File: config.mk
export PLATFORM = sky130hd
export DESIGN_NAME = rt_ibex_pcs_ctrl
export DESIGN_NICKNAME = d
export VERILOG_FILES = /design/src/rtl/rt_ibex_pcs_pkg.sv /design/src/rtl/rt_ibex_pcs_level_stack.sv /design/src/rtl/rt_ibex_pcs_ctrl.sv
export SDC_FILE = /design/constraint.sdc
export NUM_CORES = 1
export LEC_CHECK = 0
export CAP_MARGIN = 20
export CELL_PAD_IN_SITES_DETAIL_PLACEMENT = 1
export CELL_PAD_IN_SITES_GLOBAL_PLACEMENT = 1
export CORE_UTILIZATION = 50
export CTS_CLUSTER_DIAMETER = 120
export CTS_CLUSTER_SIZE = 16
export DETAILED_ROUTE_END_ITERATION = 7
export PLACE_DENSITY_LB_ADDON = 0.1
export SETUP_SLACK_MARGIN = 0.05
export SYNTH_ARGS = -nofsm -noshare
export SYNTH_HDL_FRONTEND = slang
export SYNTH_SLANG_ARGS = --single-unit
export TNS_END_PERCENT = 20
File: constraint.sdc
create_clock -name clk_i -period 12.1 [get_ports clk_i]
set_input_delay 2.42 -clock clk_i [delete_from_list [all_inputs] [get_ports clk_i]]
set_output_delay 2.42 -clock clk_i [all_outputs]
set_load 0.01 [all_outputs]
File: src/rtl/rt_ibex_pcs_pkg.sv
// Shared types and default sizing for the RT-Ibex preemptible context-save
// (PCS) nesting controller and its hardware LIFO.
//
// The default localparams are the single source of truth for the nesting
// geometry. The LIFO should be sized from NrHwSlotsDefault so that its depth
// and the controller's hardware slot count always match.
package rt_ibex_pcs_pkg;

    localparam int unsigned IrqLevelWidthDefault = 8;
    localparam int unsigned NrHwSlotsDefault     = 8;
    localparam int unsigned MaxNestDefault       = 16;

    // Storage width of a level inside a frame. The controller's IrqLevelWidth
    // must not exceed this width.
    localparam int unsigned PcsLevelWidth = IrqLevelWidthDefault;

    typedef enum logic [1:0] {
        IDLE,
        SAVE,
        RESTORE
    } pcs_state_e;

    // One nesting frame. hw=1 means the context lives in the hardware LIFO.
    // hw=0 means software saved it.
    typedef struct packed {
        logic                     hw;
        logic [PcsLevelWidth-1:0] level;
    } pcs_frame_t;

endpackage

File: src/rtl/rt_ibex_pcs_level_stack.sv
// Level stack for the PCS controller. It holds one pcs_frame_t per active
// interrupt frame.
//
// Ports:
//   clk_i, rst_ni  clock and synchronous active-low reset
//   push_i         push frame_i; ignored when the stack is full
//   pop_i          pop the top frame; ignored when empty or when push_i is set
//   frame_i        frame to push
//   top_o          top frame; all-zero when the stack is empty
//   depth_o        number of live frames
//   hw_depth_o     number of live frames with hw=1
//   full_o         depth_o == Depth
//   empty_o        depth_o == 0
module rt_ibex_pcs_level_stack
    import rt_ibex_pcs_pkg::*;
#(
    parameter int unsigned Depth   = MaxNestDefault,
    parameter int unsigned HwSlots = NrHwSlotsDefault
) (
    input  logic                         clk_i,
    input  logic                         rst_ni,
    input  logic                         push_i,
    input  logic                         pop_i,
    input  pcs_frame_t                   frame_i,
    output pcs_frame_t                   top_o,
    output logic [$clog2(Depth+1)-1:0]   depth_o,
    output logic [$clog2(HwSlots+1)-1:0] hw_depth_o,
    output logic                         full_o,
    output logic                         empty_o
);

    localparam int unsigned DepthW = $clog2(Depth + 1);
    localparam int unsigned HwW    = $clog2(HwSlots + 1);
    localparam int unsigned IdxW   = (Depth > 1) ? $clog2(Depth) : 1;

    pcs_frame_t        mem_q [Depth];
    logic [DepthW-1:0] depth_q;
    logic [HwW-1:0]    hw_q;
    logic [IdxW-1:0]   wr_idx;
    logic [IdxW-1:0]   top_idx;
    logic              do_push;
    logic              do_pop;

    assign full_o  = (depth_q == DepthW'(Depth));
    assign empty_o = (depth_q == '0);
    assign do_push = push_i && !full_o;
    assign do_pop  = pop_i && !empty_o && !push_i;

    // wr_idx truncates when the stack is full. It is only used while do_push
    // is set, and do_push is never set when full.
    assign wr_idx  = IdxW'(depth_q);
    assign top_idx = IdxW'(depth_q - DepthW'(1));

    assign top_o      = empty_o ? '0 : mem_q[top_idx];
    assign depth_o    = depth_q;
    assign hw_depth_o = hw_q;

    // NOTE: the frame storage has no reset. The depth counter alone defines
    // which entries are live, so resetting the array would only add logic.
    always_ff @(posedge clk_i) begin
        if (do_push) begin
            mem_q[wr_idx] <= frame_i;
        end
    end

    // NOTE: sequential state uses non-blocking assignments. Every register
    // then updates from its pre-edge value, whatever the statement order.
    always_ff @(posedge clk_i) begin
        if (!rst_ni) begin
            depth_q <= '0;
            hw_q    <= '0;
        end else if (do_push) begin
            depth_q <= depth_q + DepthW'(1);
            hw_q    <= hw_q + HwW'(frame_i.hw);
        end else if (do_pop) begin
            depth_q <= depth_q - DepthW'(1);
            hw_q    <= hw_q - HwW'(top_o.hw);
        end
    end

endmodule

File: src/rtl/rt_ibex_pcs_ctrl.sv
// RT-Ibex preemptible context-save nesting controller.
//
// The controller keeps a level stack of active interrupt frames and decides
// whether a pending request may preempt the current frame. It sequences the
// hardware context LIFO for store and restore, and stalls the core while the
// LIFO shifts. Once the hardware slots are exhausted, it grants further
// frames with a software-save flag, up to MaxNest frames in total.
//
// Ports:
//   clk_i, rst_ni        clock and synchronous active-low reset
//   irq_req_i            level-held interrupt request
//   irq_level_i          level of the pending request
//   irq_grant_o          one-cycle pulse: request accepted
//   irq_sw_save_o        qualified by irq_grant_o: software must save the frame
//   mret_i               one-cycle pulse: core retires an mret
//   mret_done_o          one-cycle pulse: context restored, core may resume
//   lifo_irq_ack_o       LIFO store trigger
//   lifo_next_mret_o     LIFO restore trigger
//   lifo_restore_en_i    LIFO restore data valid
//   core_stall_o         hold the core pipeline
//   curr_level_o         level of the top frame; 0 when the stack is empty
//   hw_depth_o           number of live hardware frames
//   nest_depth_o         total number of live frames
//   err_o                one-cycle pulse: mret_i with an empty stack, or
//                        mret_i while a save or restore is in progress
//
// Optional build macro RT_IBEX_PCS_STATS_EN adds these outputs:
//   max_depth_o          high-water mark of nest_depth_o
//   sw_fallback_cnt_o    saturating count of software-save grants
module rt_ibex_pcs_ctrl
    import rt_ibex_pcs_pkg::*;
#(
    parameter int unsigned IrqLevelWidth = IrqLevelWidthDefault,
    parameter int unsigned NrHwSlots     = NrHwSlotsDefault,
    parameter int unsigned MaxNest       = MaxNestDefault
) (
    input  logic                           clk_i,
    input  logic                           rst_ni,
    input  logic                           irq_req_i,
    input  logic [IrqLevelWidth-1:0]       irq_level_i,
    output logic                           irq_grant_o,
    output logic                           irq_sw_save_o,
    input  logic                           mret_i,
    output logic                           mret_done_o,
    output logic                           lifo_irq_ack_o,
    output logic                           lifo_next_mret_o,
    input  logic                           lifo_restore_en_i,
    output logic                           core_stall_o,
    output logic [IrqLevelWidth-1:0]       curr_level_o,
    output logic [$clog2(NrHwSlots+1)-1:0] hw_depth_o,
    output logic [$clog2(MaxNest+1)-1:0]   nest_depth_o,
`ifdef RT_IBEX_PCS_STATS_EN
    output logic [$clog2(MaxNest+1)-1:0]   max_depth_o,
    output logic [15:0]                    sw_fallback_cnt_o,
`endif
    output logic                           err_o
);

    localparam int unsigned HwW = $clog2(NrHwSlots + 1);

    pcs_state_e state_q, state_d;
    logic       sw_done_q, sw_done_d;
    logic       push, pop;
    pcs_frame_t push_frame;
    pcs_frame_t top_frame;
    logic       stack_full;
    logic       stack_empty;
    logic       hw_full;
    logic       preempt;

    rt_ibex_pcs_level_stack #(
        .Depth   (MaxNest),
        .HwSlots (NrHwSlots)
    ) u_level_stack (
        .clk_i      (clk_i),
        .rst_ni     (rst_ni),
        .push_i     (push),
        .pop_i      (pop),
        .frame_i    (push_frame),
        .top_o      (top_frame),
        .depth_o    (nest_depth_o),
        .hw_depth_o (hw_depth_o),
        .full_o     (stack_full),
        .empty_o    (stack_empty)
    );

    assign curr_level_o = top_frame.level[IrqLevelWidth-1:0];
    assign hw_full      = (hw_depth_o == HwW'(NrHwSlots));

    // A strictly higher level is required; an equal level never preempts.
    // Level 0 can never exceed curr_level_o, so thread mode never preempts.
    assign preempt = irq_req_i && (irq_level_i > curr_level_o) && !stack_full;

    assign push_frame.hw    = !hw_full;
    assign push_frame.level = PcsLevelWidth'(irq_level_i);

    // NOTE: every signal in this block gets a default before the case
    // statement, so no path leaves one unassigned and no latch is inferred.
    always_comb begin
        state_d          = state_q;
        sw_done_d        = 1'b0;
        irq_grant_o      = 1'b0;
        irq_sw_save_o    = 1'b0;
        lifo_irq_ack_o   = 1'b0;
        lifo_next_mret_o = 1'b0;
        core_stall_o     = 1'b0;
        mret_done_o      = 1'b0;
        err_o            = 1'b0;
        push             = 1'b0;
        pop              = 1'b0;

        // Reset is synchronous, so the Mealy outputs are gated here. This
        // keeps every output at 0 during the reset cycle itself.
        if (rst_ni) begin
            mret_done_o = sw_done_q;
            unique case (state_q)
                IDLE: begin
                    // mret wins over a same-cycle request. The request is
                    // held, so it is re-evaluated on a later IDLE cycle
                    // against the post-pop level.
                    if (mret_i) begin
                        if (stack_empty) begin
                            err_o = 1'b1;
                        end else if (top_frame.hw) begin
                            lifo_next_mret_o = 1'b1;
                            core_stall_o     = 1'b1;
                            state_d          = RESTORE;
                        end else begin
                            pop       = 1'b1;
                            sw_done_d = 1'b1;
                        end
                    end else if (preempt) begin
                        irq_grant_o = 1'b1;
                        push        = 1'b1;
                        if (hw_full) begin
                            irq_sw_save_o = 1'b1;
                        end else begin
                            lifo_irq_ack_o = 1'b1;
                            core_stall_o   = 1'b1;
                            state_d        = SAVE;
                        end
                    end
                end
                SAVE: begin
                    core_stall_o = 1'b1;
                    err_o        = mret_i;
                    state_d      = IDLE;
                end
                RESTORE: begin
                    core_stall_o = 1'b1;
                    err_o        = mret_i;
                    if (lifo_restore_en_i) begin
                        mret_done_o = 1'b1;
                        pop         = 1'b1;
                        state_d     = IDLE;
                    end
                end
                default: state_d = IDLE;
            endcase
        end
    end

    always_ff @(posedge clk_i) begin
        if (!rst_ni) begin
            state_q   <= IDLE;
            sw_done_q <= 1'b0;
        end else begin
            state_q   <= state_d;
            sw_done_q <= sw_done_d;
        end
    end

`ifdef RT_IBEX_PCS_STATS_EN
    logic [$clog2(MaxNest+1)-1:0] max_depth_q;
    logic [15:0]                  sw_cnt_q;

    always_ff @(posedge clk_i) begin
        if (!rst_ni) begin
            max_depth_q <= '0;
            sw_cnt_q    <= '0;
        end else begin
            if (nest_depth_o > max_depth_q) begin
                max_depth_q <= nest_depth_o;
            end
            if (irq_grant_o && irq_sw_save_o && (sw_cnt_q != '1)) begin
                sw_cnt_q <= sw_cnt_q + 16'd1;
            end
        end
    end

    assign max_depth_o       = max_depth_q;
    assign sw_fallback_cnt_o = sw_cnt_q;
`endif

endmodule

==> Word-level counts from Yosys, hierarchy flattened <==
Memories as Yosys holds them, arrays and structs flattened.
Cells that the tools add are included.
{ "classes": {"n_addsub": 4, "n_mux": 49, "n_eq_ne": 9, "order_cmp": 1, "n_reduce_logical": 15} }
{ "op_table": {"columns": ["operator", "count"], "rows": [
  ["2-to-1 mux 1 bit", 34],
  ["2-to-1 mux 2 bit", 6],
  ["2-to-1 mux 5 bit", 2],
  ["2-to-1 mux 9 bit", 1],
  ["!= test 3 bit, second input constant", 3],
  ["greater-than comparator 8 bit", 1],
  ["2-to-1 mux 4 bit", 2],
  ["case mux 1 bit (2 select lines)", 3],
  ["adder 5 x 1 -> 5 bit, second input constant", 1],
  ["== test 5 bit, second input constant", 1],
  ["logical AND 1 bit", 5],
  ["zero test 5 bit", 1],
  ["AND reduction 5 bit", 1],
  ["subtractor 5 x 1 -> 5 bit, second input constant", 1],
  ["adder 4 x 1 -> 4 bit", 1],
  ["== test 4 bit, second input constant", 1],
  ["zero test 1 bit", 4],
  ["case mux 2 bit (2 select lines)", 1],
  ["subtractor 4 x 1 -> 4 bit", 1],
  ["!= test 3 x 2 -> 1 bit, second input constant", 1],
  ["== test 2 x 1 -> 1 bit, second input constant", 1],
  ["== test 2 bit, second input constant", 1],
  ["zero test 2 bit", 1],
  ["!= test 2 bit, second input constant", 1],
  ["3 further kinds", 3]
]} }
{ "totals": {"output_inout_bits": 24, "memories": 1, "ff_bits": 12, "word_cells": 83, "ramBits": 144} }
{ "mem_list": {"columns": ["memory", "depth", "word_bits", "read_ports", "rd_clocked_by_memory_dff", "write_ports", "line", "rtl"], "rows": [
  ["u_level_stack.mem_q", 16, 9, 1, 0, 1, "rt_ibex_pcs_level_stack.sv:36", "pcs_frame_t mem_q [Depth];"]
]} }

==> Depth between registers and ports, before layout <==
An unclocked memory read counts as a cell.
{ "depth": {"depth_word": 14, "ltp_mapped": 24, "mapped_depth_nobuf": 20} }

==> Cells and area by module <==
Synthesis repeated with hierarchy kept, for this count alone.
{ "hier_totals": {"cells_unflattened": 395, "area_unflattened_um2": 6787.8} }
{ "by_module_without_submodules": {"columns": ["mod", "seq_area_each_um2", "area_per_inst_um2", "cells_each", "n_inst"], "rows": [
  ["rt_ibex_pcs_level_stack", 4504.3, 6264.8, 323, 1],
  ["rt_ibex_pcs_ctrl", 60.1, 523.0, 72, 1]
]} }

==> Least setup slack after synthesis <==
No wires, ideal clock.
{ "synth_timing": {"kind": "input-to-output", "startpoint": "input port irq_level_i[3]", "endpoint": "output port lifo_irq_ack_o", "n_path_buf": 1, "arrival_time_ns": 4.193, "cell_stages": 8, "path_slack_ns": 5.487, "path_cell_list": "ha_1 -> nand3_1 -> nor3_1 -> a211oi_1 -> nand4_1 -> inv_1 -> clkbuf_1 -> and2_1"} }
{ "synth_between": {"elab_chain_cells": 7} }
{ "synth_lines": {"columns": ["item", "line", "rtl"], "rows": [
  ["start, declared", "rt_ibex_pcs_ctrl.sv:40", "input logic [IrqLevelWidth-1:0] irq_level_i,"],
  ["greater-than comparator 8 bit", "rt_ibex_pcs_ctrl.sv:92", "assign preempt = irq_req_i && (irq_level_i > curr_level_o) && !stack_full;"],
  ["logical AND 1 bit (2 in series)", "rt_ibex_pcs_ctrl.sv:92", null],
  ["2-to-1 mux 1 bit", "rt_ibex_pcs_ctrl.sv:132", "end else if (preempt) begin"],
  ["2-to-1 mux 1 bit", "rt_ibex_pcs_ctrl.sv:121", "if (mret_i) begin"],
  ["2-to-1 mux 1 bit", "rt_ibex_pcs_ctrl.sv:116", "unique case (state_q)"],
  ["2-to-1 mux 1 bit", "rt_ibex_pcs_ctrl.sv:114", "if (rst_ni) begin"],
  ["end, declared", "rt_ibex_pcs_ctrl.sv:45", "output logic lifo_irq_ack_o,"]
]} }
Every way passes these cells.

==> Final worst setup path <==
{ "layout_timing": {"startpoint": "register u_level_stack.depth_q[0], in the netlist u_level_stack.depth_o[0]", "endpoint": "output port lifo_irq_ack_o"} }
{ "layout_between": {"elab_chain_cells": 10, "elab_cells_between_ends": 13} }
{ "layout_lines": {"columns": ["item", "line", "rtl"], "rows": [
  ["start, declared", "rt_ibex_pcs_level_stack.sv:37", "logic [DepthW-1:0] depth_q;"],
  ["start signal, assigned", "rt_ibex_pcs_level_stack.sv:73", "depth_q <= depth_q + DepthW'(1);"],
  ["start signal, assigned", "rt_ibex_pcs_level_stack.sv:76", "depth_q <= depth_q - DepthW'(1);"],
  ["subtractor 5 x 1 -> 5 bit", "rt_ibex_pcs_level_stack.sv:52", "assign top_idx = IdxW'(depth_q - DepthW'(1));"],
  ["memory (16 x 9 bit)", null, null],
  ["2-to-1 mux 9 bit", "rt_ibex_pcs_level_stack.sv:54", "assign top_o = empty_o ? '0 : mem_q[top_idx];"],
  ["greater-than comparator 8 bit", "rt_ibex_pcs_ctrl.sv:92", null],
  ["logical AND 1 bit", "rt_ibex_pcs_ctrl.sv:92", null],
  ["logical AND 1 bit (*)", "rt_ibex_pcs_ctrl.sv:92", null],
  ["2-to-1 mux 1 bit (*)", "rt_ibex_pcs_ctrl.sv:132", null],
  ["2-to-1 mux 1 bit (*)", "rt_ibex_pcs_ctrl.sv:121", null],
  ["2-to-1 mux 1 bit (*)", "rt_ibex_pcs_ctrl.sv:116", null],
  ["2-to-1 mux 1 bit (*)", "rt_ibex_pcs_ctrl.sv:114", null]
]} }
Mark *: on every way between the ends. The rest lies on a longest branch, timed or not.

==> impl_metrics.tcl <==
set metrics [dict create \
    grt.busiest_layer "met2" \
    netlist_area_um2 6740 \
    synth_seq_cells 156 \
    synth_ff_type "edfxtp_1" \
    synthesis.nets 460 \
    antenna_left 0 \
    drt_iter0_drc 365 \
    tightest_slew_ps 1040 \
    p_per_area_nw_per_um2 158 \
    gr-usage-met2_pct 43.3 \
    synth_largest_area_cell "edfxtp_1" \
    clock_skew_ps 10.3 \
    cp-start-kind "flip-flop" \
    cp_max_fo 39 \
    cp.arrival_ps 6400 \
    netlist.area_leader.share_pct 64.2 \
    first_global_vias 4246 \
    place_congestion 0.810 \
    holdBufCountCts 0 \
    clock_path_buffers 2 \
    finalWirelength_um 16900 \
    fin_setup_tns_ps 0 \
    clkTransAtPathRegs_ps 60 \
    diodes 0 \
    final_util_pct 61.1 \
    synth.avg_cell_area_um2 15.7 \
    status "finished, final reports clean" \
    first_pass_iters 4 \
    avgViaCountPerCell 5.86 \
    io_pins 37 \
    min_period_over_period_pct 72.9 \
    dp_hpwl_um 11000 \
    path_class "flip-flop to output pin" \
    max_freq_mhz 113 \
    final_cells 674 \
    period_needed_ps 8820 \
    initial_utilization_pct 51.1 \
    preCtsSetupSlack_ps 3670 \
    synth_common_cells "144 x edfxtp_1, 53 x nand2_1, 34 x mux4_2, 34 x nand3_1, 24 x nor2_1" \
    cts.sinks 156 \
    core-area_um2 13200 \
    hold_path_depth 2 \
    drc 0 \
    min_path_type "flip-flop to flip-flop" \
    r2r_cells 22 \
    synth_area_leaders "edfxtp_1 64%, mux4_2 11%, dfxtp_1 3.6%" \
    numCtsBuffers 17 \
    yosysMostFrequentCell "edfxtp_1" \
    cts_tree "built" \
    relSlewSlack_pct 30.3 \
    grt_usage_pct 26.4 \
    final_nets 516 \
    yosysSeqAreaShare_pct 67.7 \
    hold_viol_final 0 \
    slew_viol_final 0 \
    async_reset_ff_share_pct 0 \
    p_leak_uw 0.00270 \
    clock_latency_ps 420 \
    cts-root-buf "clkbuf_16" \
    drv_cap 0 \
    grt_util_met1_pct 35.5 \
    finalWorstSetupSlack_ps 3280 \
    fp.dieArea_um2 13900 \
    synth-edff-count 144 \
    synth_cells 429 \
    post-cts-setup-buffer-count 0 \
    yosys.cell_types.count 45 \
    post_cts_resized 0 \
    port-buffer-count 36 \
    die_h_um 118 \
    gr-total-overflow 0 \
    cp.required_ps 9680 \
    grt_pass1_wl_um 26000 \
    rsz0062_at_grt "false" \
    area_growth_pct 19.6 \
    cp-end-kind "output pin" \
    globalRouteMet3Util_pct 4.51 \
    antenna_found_initial 0 \
    rows 42 \
    place_area_um2 7420 \
    wl_per_cell_um 25.1 \
    irDropWorstVdd_uv 119 \
    h-tree-depth 4 \
    vias 3947 \
    grt_max_degree 40 \
    nFillCells 1212 \
    drive_above_1_share_pct 19.7 \
    final_area_um2 8060 \
    yosys_warnings 0 \
    finalSetupViolations 0 \
    die_width_um 118 \
    dp.cells 642 \
]
[stage by stage]
step	power [µW]	hold WS, ps
6_report	1270	487
5_1_grt	1310	515
4_1_cts	1280	497
2_1_floorplan	669	473
3_3_place_gp	707	465
3_5_place_dp	710	487
[cell type report]
cell class                      instances  area, µm²  area share, %
Clock inverter                         15        211           2.62
Timing Repair Buffer                   55        518           6.43
Multi-Input combinational cell        237       2050           25.5
Tap cell                              176        220           2.73
Clock buffer                           17        425           5.28
Inverter                               18       67.6          0.838
Sequential cell                       156       4570           56.6
[logic make-up (layout without fill, tap and decap cells)]
logic type | after synthesis | in the layout | synth area share (%)
flops | 156 | 156 | 67.7
xor+xnor | 6 | 6 | 1.06
mux | 45 | 45 | 13.2
buf+inv | 36 | 105 | 2.19
fa+ha+maj | 18 | 18 | 3.34
simple gates | 140 | 140 | 9.60
compound gates | 28 | 28 | 2.82
[registers in the layout, indices dropped and copies added, names as in the netlist]
register	count
state_q	2
sw_done_q	1
u_level_stack.depth_o	5
u_level_stack.hw_depth_o	4
u_level_stack.mem_q	144
[critical path, cell delays in order (launching register included)]
cell and delay [ps]:
dfxtp_2 320, buf_4 610, inv_1 320, ha_1 960, buf_4 470, mux4_2 380, nand2_1 90, nand3_1 90
nand3_1 190, ha_1 280, nand3_1 150, nor3_1 80, a211oi_1 400, nand4_1 450, inv_1 450, and2_1 200
clkdlybuf4s50_1 530
[placed cells by master (no fill, tap or decap), types with 5 or more instances in the layout]
master / netlist / final
mux4_2: 34 / 34
nand2b_1: 5 / 5
a21oi_1: 10 / 10
clkbuf_16: 0 / 17
inv_6: 0 / 5
edfxtp_1: 144 / 144
inv_1: 17 / 17
mux2i_1: 10 / 10
dfxtp_1: 12 / 11
nor3_2: 1 / 5
buf_4: 1 / 15
nor2_1: 24 / 24
nand2_1: 53 / 53
nand4_1: 5 / 5
nand3_1: 34 / 34
ha_1: 18 / 18
clkdlybuf4s50_1: 0 / 36
[power by group]
part           internal (µW)  switching, µW
Sequential               590           1.69
Clock                    350            221
Combinational           44.0           63.4
Total                    984            286
[per-layer routing]
| metal | wire [µm] | vias to the layer above |
|---|---|---|
| met5 | 0 | - |
| met4 | 225 | 0 |
| met3 | 732 | 18 |
| met2 | 8500 | 95 |
| met1 | 7470 | 2068 |
| li1 | - | 1766 |
[final timing paths]
path | start | to | slack [ps]
worst max-delay path | u_level_stack.depth_o[0] | lifo_irq_ack_o | 3280
worst min-delay path | u_level_stack.hw_depth_o[3] | u_level_stack.hw_depth_o[3] | 490
worst max register to register | u_level_stack.depth_o[0] | u_level_stack.hw_depth_o[2] | 5000
worst min register to register | u_level_stack.hw_depth_o[3] | u_level_stack.hw_depth_o[3] | 490
Power figures use the tool's default switching activity.
